[config.mk]
export PLATFORM = sky130hd
export DESIGN_NAME = execute_stage
export DESIGN_NICKNAME = d
export VERILOG_FILES = /design/src/rtl/exec_pkg.sv /design/src/rtl/shift_add_mul.sv /design/src/rtl/execute_stage.sv
export SDC_FILE = /design/constraint.sdc
export NUM_CORES = 1
export LEC_CHECK = 0
export ABC_AREA = 1
export CAP_MARGIN = 25
export CORE_MARGIN = 2
export CORE_UTILIZATION = 45
export CTS_BUF_LIST = sky130_fd_sc_hd__clkbuf_4
export DETAILED_ROUTE_END_ITERATION = 16
export GPL_TIMING_DRIVEN = 0
export PLACE_DENSITY = 0.66
export SLEW_MARGIN = 20
export SYNTH_ARGS = -nofsm -noshare
export SYNTH_HDL_FRONTEND = slang
export SYNTH_SLANG_ARGS = --single-unit
[constraint.sdc]
create_clock -name clk -period 2.5 [get_ports clk]
set_input_delay 0.5 -clock clk [delete_from_list [all_inputs] [get_ports clk]]
set_output_delay 0.5 -clock clk [all_outputs]
set_load 0.05 [all_outputs]
[src/rtl/exec_pkg.sv]
// Shared definitions for the execute stage: function codes, FSM encoding, default width.
package exec_pkg;
  localparam int DATA_W_DEF = 8;

  localparam logic [1:0] FN_ADD = 2'b00;
  localparam logic [1:0] FN_SUB = 2'b01;
  localparam logic [1:0] FN_AND = 2'b10;
  localparam logic [1:0] FN_MUL = 2'b11;

  typedef enum logic {
    IDLE = 1'b0,
    BUSY = 1'b1
  } state_t;
endpackage

[src/rtl/shift_add_mul.sv]
// Iterative unsigned shift-add multiplier: one partial product per clock after start.
// done and product are combinational on the final step so the caller can register them.
module shift_add_mul
  import exec_pkg::*;
#(
  parameter int DATA_W    = DATA_W_DEF,
  parameter int MUL_STEPS = DATA_W
) (
  input  logic                clk,
  input  logic                rst,
  input  logic                start,
  input  logic [DATA_W-1:0]   a,
  input  logic [DATA_W-1:0]   b,
  output logic                done,
  output logic [2*DATA_W-1:0] product
);
  localparam int RW = 2 * DATA_W;
  localparam int CW = $clog2(MUL_STEPS + 1);

  logic              active_q, active_d;
  logic [CW-1:0]     count_q, count_d;
  logic [RW-1:0]     mcand_q, mcand_d;
  logic [DATA_W-1:0] mplier_q, mplier_d;
  logic [RW-1:0]     acc_q, acc_d;
  logic [RW-1:0]     acc_step;

  // Multiplicand walks left while the multiplier walks right, so each step only looks at bit 0.
  assign acc_step = acc_q + (mplier_q[0] ? mcand_q : '0);
  assign done     = active_q && (count_q == CW'(MUL_STEPS - 1));
  assign product  = acc_step;

  always_comb begin
    active_d = active_q;
    count_d  = count_q;
    mcand_d  = mcand_q;
    mplier_d = mplier_q;
    acc_d    = acc_q;
    if (start) begin
      active_d = 1'b1;
      count_d  = '0;
      mcand_d  = RW'(a);
      mplier_d = b;
      acc_d    = '0;
    end else if (active_q) begin
      acc_d    = acc_step;
      mcand_d  = mcand_q << 1;
      mplier_d = mplier_q >> 1;
      count_d  = count_q + 1'b1;
      if (done) begin
        active_d = 1'b0;
        count_d  = '0;
      end
    end
  end

  always_ff @(posedge clk) begin
    if (rst) begin
      active_q <= 1'b0;
      count_q  <= '0;
      mcand_q  <= '0;
      mplier_q <= '0;
      acc_q    <= '0;
    end else begin
      active_q <= active_d;
      count_q  <= count_d;
      mcand_q  <= mcand_d;
      mplier_q <= mplier_d;
      acc_q    <= acc_d;
    end
  end
endmodule

[src/rtl/execute_stage.sv]
// Execute stage: single-cycle ADD/SUB/AND, multi-cycle MUL that stalls upstream.
// Define EXECUTE_FAST_MUL_EN to make MUL a single-cycle combinational multiply.
module execute_stage
  import exec_pkg::*;
#(
  parameter int DATA_W    = DATA_W_DEF,
  parameter int MUL_STEPS = DATA_W
) (
  input  logic                clk,
  input  logic                rst,
  input  logic                in_valid,
  input  logic [DATA_W-1:0]   pc_in,
  input  logic [DATA_W-1:0]   op1,
  input  logic [DATA_W-1:0]   op2,
  input  logic [1:0]          fn,
  output logic                stall,
  output logic                out_valid,
  output logic [DATA_W-1:0]   pc_out,
  output logic [2*DATA_W-1:0] result,
  output logic                zero,
  output logic                carry
);
  localparam int RW = 2 * DATA_W;

  state_t            state_q, state_d;
  logic              out_valid_q, out_valid_d;
  logic [DATA_W-1:0] pc_out_q, pc_out_d;
  logic [RW-1:0]     result_q, result_d;
  logic              zero_q, zero_d;
  logic              carry_q, carry_d;

  logic [DATA_W:0]   sum;
  logic [DATA_W-1:0] diff;
  logic [DATA_W-1:0] and_v;
  logic [RW-1:0]     alu_res;
  logic              alu_carry;

  assign sum   = {1'b0, op1} + {1'b0, op2};
  assign diff  = op1 - op2;
  assign and_v = op1 & op2;

  always_comb begin
    alu_res   = '0;
    alu_carry = 1'b0;
    case (fn)
      FN_ADD: begin
        alu_res   = RW'(sum);
        alu_carry = sum[DATA_W];
      end
      FN_SUB: begin
        alu_res   = RW'(diff);
        alu_carry = (op1 < op2);
      end
      FN_AND: begin
        alu_res   = RW'(and_v);
        alu_carry = 1'b0;
      end
      default: begin
`ifdef EXECUTE_FAST_MUL_EN
        alu_res   = RW'(op1) * RW'(op2);
        alu_carry = |alu_res[RW-1:DATA_W];
`else
        alu_res   = '0;
        alu_carry = 1'b0;
`endif
      end
    endcase
  end

`ifndef EXECUTE_FAST_MUL_EN
  logic              mul_start;
  logic              mul_done;
  logic [RW-1:0]     mul_product;
  logic [DATA_W-1:0] mul_pc_q, mul_pc_d;

  shift_add_mul #(
    .DATA_W    (DATA_W),
    .MUL_STEPS (MUL_STEPS)
  ) u_mul (
    .clk     (clk),
    .rst     (rst),
    .start   (mul_start),
    .a       (op1),
    .b       (op2),
    .done    (mul_done),
    .product (mul_product)
  );
`endif

  always_comb begin
    state_d     = state_q;
    out_valid_d = 1'b0;
    pc_out_d    = pc_out_q;
    result_d    = result_q;
    zero_d      = zero_q;
    carry_d     = carry_q;
`ifndef EXECUTE_FAST_MUL_EN
    mul_start   = 1'b0;
    mul_pc_d    = mul_pc_q;
`endif
    case (state_q)
      IDLE: begin
        if (in_valid) begin
`ifndef EXECUTE_FAST_MUL_EN
          if (fn == FN_MUL) begin
            mul_start = 1'b1;
            mul_pc_d  = pc_in;
            state_d   = BUSY;
          end else
`endif
          begin
            out_valid_d = 1'b1;
            pc_out_d    = pc_in;
            result_d    = alu_res;
            zero_d      = (alu_res == '0);
            carry_d     = alu_carry;
          end
        end
      end
      default: begin
`ifndef EXECUTE_FAST_MUL_EN
        // Inputs are ignored here; upstream keeps presenting the next instruction until stall drops.
        if (mul_done) begin
          out_valid_d = 1'b1;
          pc_out_d    = mul_pc_q;
          result_d    = mul_product;
          zero_d      = (mul_product == '0);
          carry_d     = |mul_product[RW-1:DATA_W];
          state_d     = IDLE;
        end
`else
        state_d = IDLE;
`endif
      end
    endcase
  end

  always_ff @(posedge clk) begin
    if (rst) begin
      state_q     <= IDLE;
      out_valid_q <= 1'b0;
      pc_out_q    <= '0;
      result_q    <= '0;
      zero_q      <= 1'b0;
      carry_q     <= 1'b0;
    end else begin
      state_q     <= state_d;
      out_valid_q <= out_valid_d;
      pc_out_q    <= pc_out_d;
      result_q    <= result_d;
      zero_q      <= zero_d;
      carry_q     <= carry_d;
    end
  end

`ifndef EXECUTE_FAST_MUL_EN
  always_ff @(posedge clk) begin
    if (rst) mul_pc_q <= '0;
    else     mul_pc_q <= mul_pc_d;
  end
`endif

  assign stall     = (state_q == BUSY);
  assign out_valid = out_valid_q;
  assign pc_out    = pc_out_q;
  assign result    = result_q;
  assign zero      = zero_q;
  assign carry     = carry_q;
endmodule

; ---- After elaboration in Yosys (flattened, before gate mapping)
; Index checks and enable logic that the tools add are counted.
[classes]
n_addsub = 4
magnitude_cmp = 1
eq_ne = 6
n_mux = 35
bitwise_logic = 2
reduce_logical = 10
[op_table]
columns = operator, count
row1 = $mux 16, 5
row2 = $mux 8, 8
row3 = $logic_not 16->1, 2
row4 = $pmux 9 s3, 1
row5 = $mux 1, 19
row6 = $add 16x16->16, 1
row7 = $add 8x8->9, 1
row8 = $and 8x8->8, 1
row9 = $lt 8x8->1, 1
row10 = $reduce_or 8->1, 1
row11 = $sub 8x8->8, 1
row12 = $reduce_and 3->1, 2
row13 = $add 4x1->4 const B, 1
row14 = $eq 2x2->1 const B, 2
row15 = $eq 4x3->1 const B, 1
row16 = $mux 4, 1
row17 = $reduce_bool 2->1, 2
row18 = $eq 2x1->1 const B, 1
row19 = $logic_not 2->1, 1
row20 = $ne 2x1->1 const B, 1
row21 = $ne 2x2->1 const B, 1
row22 = $pmux 1 s2, 1
row23 = $reduce_or 2->1, 1
row24 = $logic_and 1x1->1, 1
row25 = $not 1->1, 1
[totals]
regBits = 81
input_bits = 29
out_inout_bits = 28
wordCells = 71

; ---- Longest topological paths before layout
[logic_depth]
ltp_word = 6
depth_mapped = 20
ltp_nobuf = 18

; ---- Cells and area by module
; Synthesis repeated with hierarchy kept, for this count alone.
[unflattened]
cells_unflattened = 805
area_unflattened_um2 = 5270.1
[by_module_without_submodules]
columns = mod, n_inst, cells_per_inst, area_each_um2, seq_area_each_um2
row1 = shift_add_mul, 1, 438, 2808.9, 900.9
row2 = execute_stage, 1, 367, 2461.1, 720.7

; ---- Least setup slack after synthesis
; No wires, ideal clock.
[synth_timing]
path_type = reg2reg
startpoint = register u_mul.mplier_q[0]
endpoint = register carry_q, in the netlist carry
setup_time_ns = 0.128
arrival_time_ns = 2.145
required_time_ns = 2.372
slack_ns = 0.228
path_stages_with_launch = 18
n_path_buf = 2
synth_period_minus_slack_ns = 2.272
cell_sequence = dfxtp_1 > clkbuf_1 > clkbuf_1 > nand2_1 > inv_1 > ha_1 > nand2_2 > inv_1 > nand2_1 > nand2_1 > a21oi_1 > nand2_1 > nand2_1 > nand2_2 > nor2_1 > nand3_1 > a21oi_1 > nor2_1
[synth_via]
elab_chain_len = 5
[synth_lines]
columns = element, line_no
row1 = from (decl), shift_add_mul.sv:23  ; logic [DATA_W-1:0] mplier_q, mplier_d;
row2 = from (signal assigned), shift_add_mul.sv:67  ; mplier_q <= mplier_d;
row3 = $mux 16, shift_add_mul.sv:28  ; assign acc_step = acc_q + (mplier_q[0] ? mcand_q : '0);
row4 = $add 16x16->16, shift_add_mul.sv:28
row5 = $reduce_or 8->1, execute_stage.sv:128  ; carry_d = |mul_product[RW-1:DATA_W];
row6 = $mux 1, execute_stage.sv:123  ; if (mul_done) begin
row7 = $mux 1, execute_stage.sv:101  ; case (state_q)
row8 = to (signal assigned), execute_stage.sv:152  ; carry_q <= carry_d;
row9 = to (decl), execute_stage.sv:30  ; logic carry_q, carry_d;
; Every way passes these cells. The select of a mux whose other input is x is not followed.
; A chain may end at the register's enable or synchronous reset.

; ---- Worst setup path in the final report
[layout_timing]
startpoint = input op2[1]
endpoint = register zero_q, in the netlist zero
[layout_via]
elab_chain_len = 6
elab_cells_between_ends = 8
classes_between = add/sub (2) / mux (4) / bitwise (1) / reduce/logical (1)
[layout_lines]
columns = element, line_no
row1 = from (decl), execute_stage.sv:14  ; input logic [DATA_W-1:0] op2,
row2 = "$sub 8x8->8, or another cell as far along", execute_stage.sv:39  ; assign diff = op1 - op2;
row3 = $pmux 9 s3 *, execute_stage.sv:45  ; case (fn)
row4 = $logic_not 16->1 *, execute_stage.sv:115  ; zero_d = (alu_res == '0);
row5 = $mux 1 *, execute_stage.sv:105  ; if (fn == FN_MUL) begin
row6 = $mux 1 *, execute_stage.sv:103  ; if (in_valid) begin
row7 = $mux 1 *, execute_stage.sv:101
row8 = to (signal assigned), execute_stage.sv:151  ; zero_q <= zero_d;
row9 = to (decl), execute_stage.sv:29  ; logic zero_q, zero_d;
; Every way passes the cells marked *; elsewhere a longest branch is shown, timed or not. The select of a mux whose other input is x is not followed.

==> impl_metrics.yaml <==
grt:
  overflow: 0
  antenna_found_initial: 0
  grtUsageTotal_pct: 24.2
  grt_max_degree: 15
  grt_pass1_wl_um: 24600
  grt_pass1_vias: 5032
timing:
  rsz0062_at_grt: "false"
  fmax_mhz: 420
  setup_viol: 0
  holdWs_ns: 0.359
  fin_crit_sh_pct: 95.3
  worst_pin_slew_ns: 0.705
  tns_ns: 0
  worst_slack_ns: 0.117
  max-slew-margin-rel_pct: 52.9
  min_period_ns: 2.38
  slew_viol_final: 0
  hold_viol: 0
  finClkSkew_ns: 0.0168
synth:
  synth_ff_type: "dfxtp_1"
  synthXorXnorAreaFrac_pct: 1.49
  synth_nets: 873
  synthCells: 808
  synthAdderAreaFrac_pct: 8.97
  synth-edff-count: 0
  synth_cell_type_count: 41
  synthMuxAreaShare_pct: 0
  synth_top_family_by_area: "simple AND/OR/NAND/NOR gates"
  ys_ff_latch: 81
  ys.warnings.count: 0
  async_reset_ff_share_pct: 0
  avgSynthCellArea_sq_um: 6.53
  synth_area_sq_um: 5270
  yosys.area_share.simple_pct: 35.1
  synth_compound_area_share_pct: 12.6
  ys_seq_area_share_pct: 30.7
clocking:
  clk_latency_ns: 0.44
  clk_path_buf_depth: 2
  cts_buffers: 9
  clock-sinks: 81
  clk_pin_slew_ns: 0.14
  cts_tree: "done"
  h-tree-depth: 3
  clock-root-buffer: "clkbuf_4"
  cts_hold_buf: 0
setup_path:
  worstPathArrival_ns: 2.72
  critPathCaptureType: "register"
  cp-start-kind: "primary input"
  cp.required_ns: 2.84
  cp_max_fo: 3
  critPathKind: "primary input to register"
floorplan:
  die_h_um: 112
  dieWidth_um: 112
  fp-row-count: 39
  ios: 57
  core_sq_um: 11400
  start_util_pct: 46.2
  design.die.area_sq_um: 12600
cells_and_area:
  fillers: 1172
  regArea_sq_um: 1630
  multiInputGateArea_sq_um: 3260
  n_antenna_cell: 0
  layout-drive-gt1-share_pct: 12.1
  area_growth_pct: 21.1
  final_nets: 943
route:
  routed-wl-met2_um: 7260
  first_pass_iters: 5
  wl_met3_um: 530
  met1Wirelength_um: 7120
  viasPerCell: 5.18
  routed.top_layer: "met4"
  dr_total_vias: 5316
  drtAntennaViolNets: 0
  dr.first_iter.drc_count: 308
  wire_per_inst_um: 14.7
  route.detailed.drc: 0
  wl_um: 15100
placed_design:
  gp_routability_congestion: 0.892
  port_buffers: 55
  dp_slack_ns: -0.558
  dp_hpwl_um: 11900
worst_hold_path:
  hp-class: "primary input to register"
power:
  leakage_nw: 2.96
  power_density_nw_per_um2: 453
  peakVddDrop_mv: 0.305
  power.total_w: 0.00290
run:
  cap_violations: 0
status:
  status: "complete, no violations"
==> state kept, by name, indices dropped and copies added (netlist names) <==
register        count
u_mul.active_q      1
zero                1
result             16
stall               1
u_mul.acc_q        16
u_mul.mplier_q      8
u_mul.count_q       4
carry               1
u_mul.mcand_q      16
pc_out              8
out_valid           1
mul_pc_q            8
==> worst max-delay path, stage by stage <==
cell and delay [ns]:
clkdlybuf4s50_1 0.54, inv_1 0.13, fa_1 0.43, inv_1 0.14, nand2_1 0.08, nand2_1 0.09, nand3_1 0.07, nand2_1 0.08
nand2_1 0.13, nand3_1 0.14, nor2_1 0.04, nand3_1 0.08, nand2_1 0.07, nor2_2 0.14, nor2_1 0.05
==> final timing paths <==
check                         start                to  cells past startpoint  slack [ns]
setup / recovery             op2[1]              zero                     15        0.12
setup reg to reg  u_mul.mplier_q[0]              zero                     15        0.16
hold reg to reg           result[7]         result[7]                      2        0.46
hold / removal                  rst  u_mul.mcand_q[1]                      2        0.36
==> repair_timing <==
action | CTS | global route
gates resized for setup | 7 | 46
hold endpoints to repair | 0 | 0
buffers inserted | 0 | 5
setup endpoints to repair | 13 | 3
pin swaps | 0 | 11
==> through the flow <==
step,std cells,utilization (%),instance area (sq um)
floorplan,808,-,5270
global placement,1006,52.6,6000
detailed placement,1006,52.6,6000
CTS,1021,53.9,6150
global route,1026,55.9,6380
finish,1026,55.9,6380
==> cell usage in the layout (no fill, tap or decap), types with 3 or more instances in the layout <==
| master | instances |
|---|---|
| nor2_1 | 68 |
| nand4_1 | 9 |
| nor2_2 | 12 |
| o21ai_0 | 28 |
| buf_4 | 7 |
| clkdlybuf4s50_1 | 51 |
| a21oi_2 | 5 |
| nor3_1 | 6 |
| a32o_1 | 4 |
| nand3_1 | 60 |
| nor2_4 | 4 |
| ha_2 | 5 |
| ha_1 | 22 |
| buf_6 | 4 |
| nand3_2 | 6 |
| inv_2 | 5 |
| clkbuf_1 | 12 |
| dfxtp_1 | 80 |
| o221ai_1 | 7 |
| clkbuf_4 | 10 |
| xnor2_1 | 3 |
| buf_2 | 9 |
| nand2_2 | 19 |
| a21oi_1 | 35 |
| xor2_1 | 4 |
| ha_4 | 6 |
| a31oi_1 | 15 |
| and2_1 | 3 |
| nand2_1 | 234 |
| inv_1 | 108 |
| o211ai_1 | 10 |
==> area by class of cell <==
type	count	area share (%)
plain buffers	28	2.41
clock buffers	10	1.18
clock inverters	6	1.04
inverters	115	6.78
multi-input cells	583	51.1
flip-flops and latches	81	25.5
well taps	143	2.80
repair buffers	60	9.25
==> routing by layer <==
| layer | GRT usage, % | up-vias |
|---|---|---|
| li1 | - | 2721 |
| met1 | 32.7 | 2475 |
| met2 | 41.5 | 105 |
| met3 | 3.02 | 15 |
| met4 | 5.53 | 0 |
| met5 | 0 | - |
==> Yosys cell counts, types with 6 or more instances <==
cell type / n / area [sq um]
o221ai_1: 7 / 61.3
a21oi_1: 37 / 185
dfxtp_1: 81 / 1620
ha_1: 33 / 413
nand4_1: 9 / 56.3
nor2_2: 7 / 43.8
o21ai_0: 28 / 140
nand2_2: 11 / 68.8
inv_1: 108 / 405
clkbuf_1: 14 / 52.6
nor3_1: 6 / 30.0
buf_2: 9 / 45.0
nand3_1: 62 / 310
o211ai_1: 10 / 75.1
nor2_1: 75 / 282
a31oi_1: 15 / 93.8
nand2_1: 243 / 912
==> logic make-up after synthesis <==
family / count (synthesis)
xor+xnor: 9
compound gates: 110
flops: 81
buf+inv: 144
fa+ha+maj: 36
simple gates: 428
==> where the power goes <==
part	internal, W	switching, W	total, W
clock network	0.000318	0.000484	0.000802
registers	0.00134	0.0000359	0.00138
logic	0.000254	0.000459	0.000713
Power figures use the tool's default switching activity.
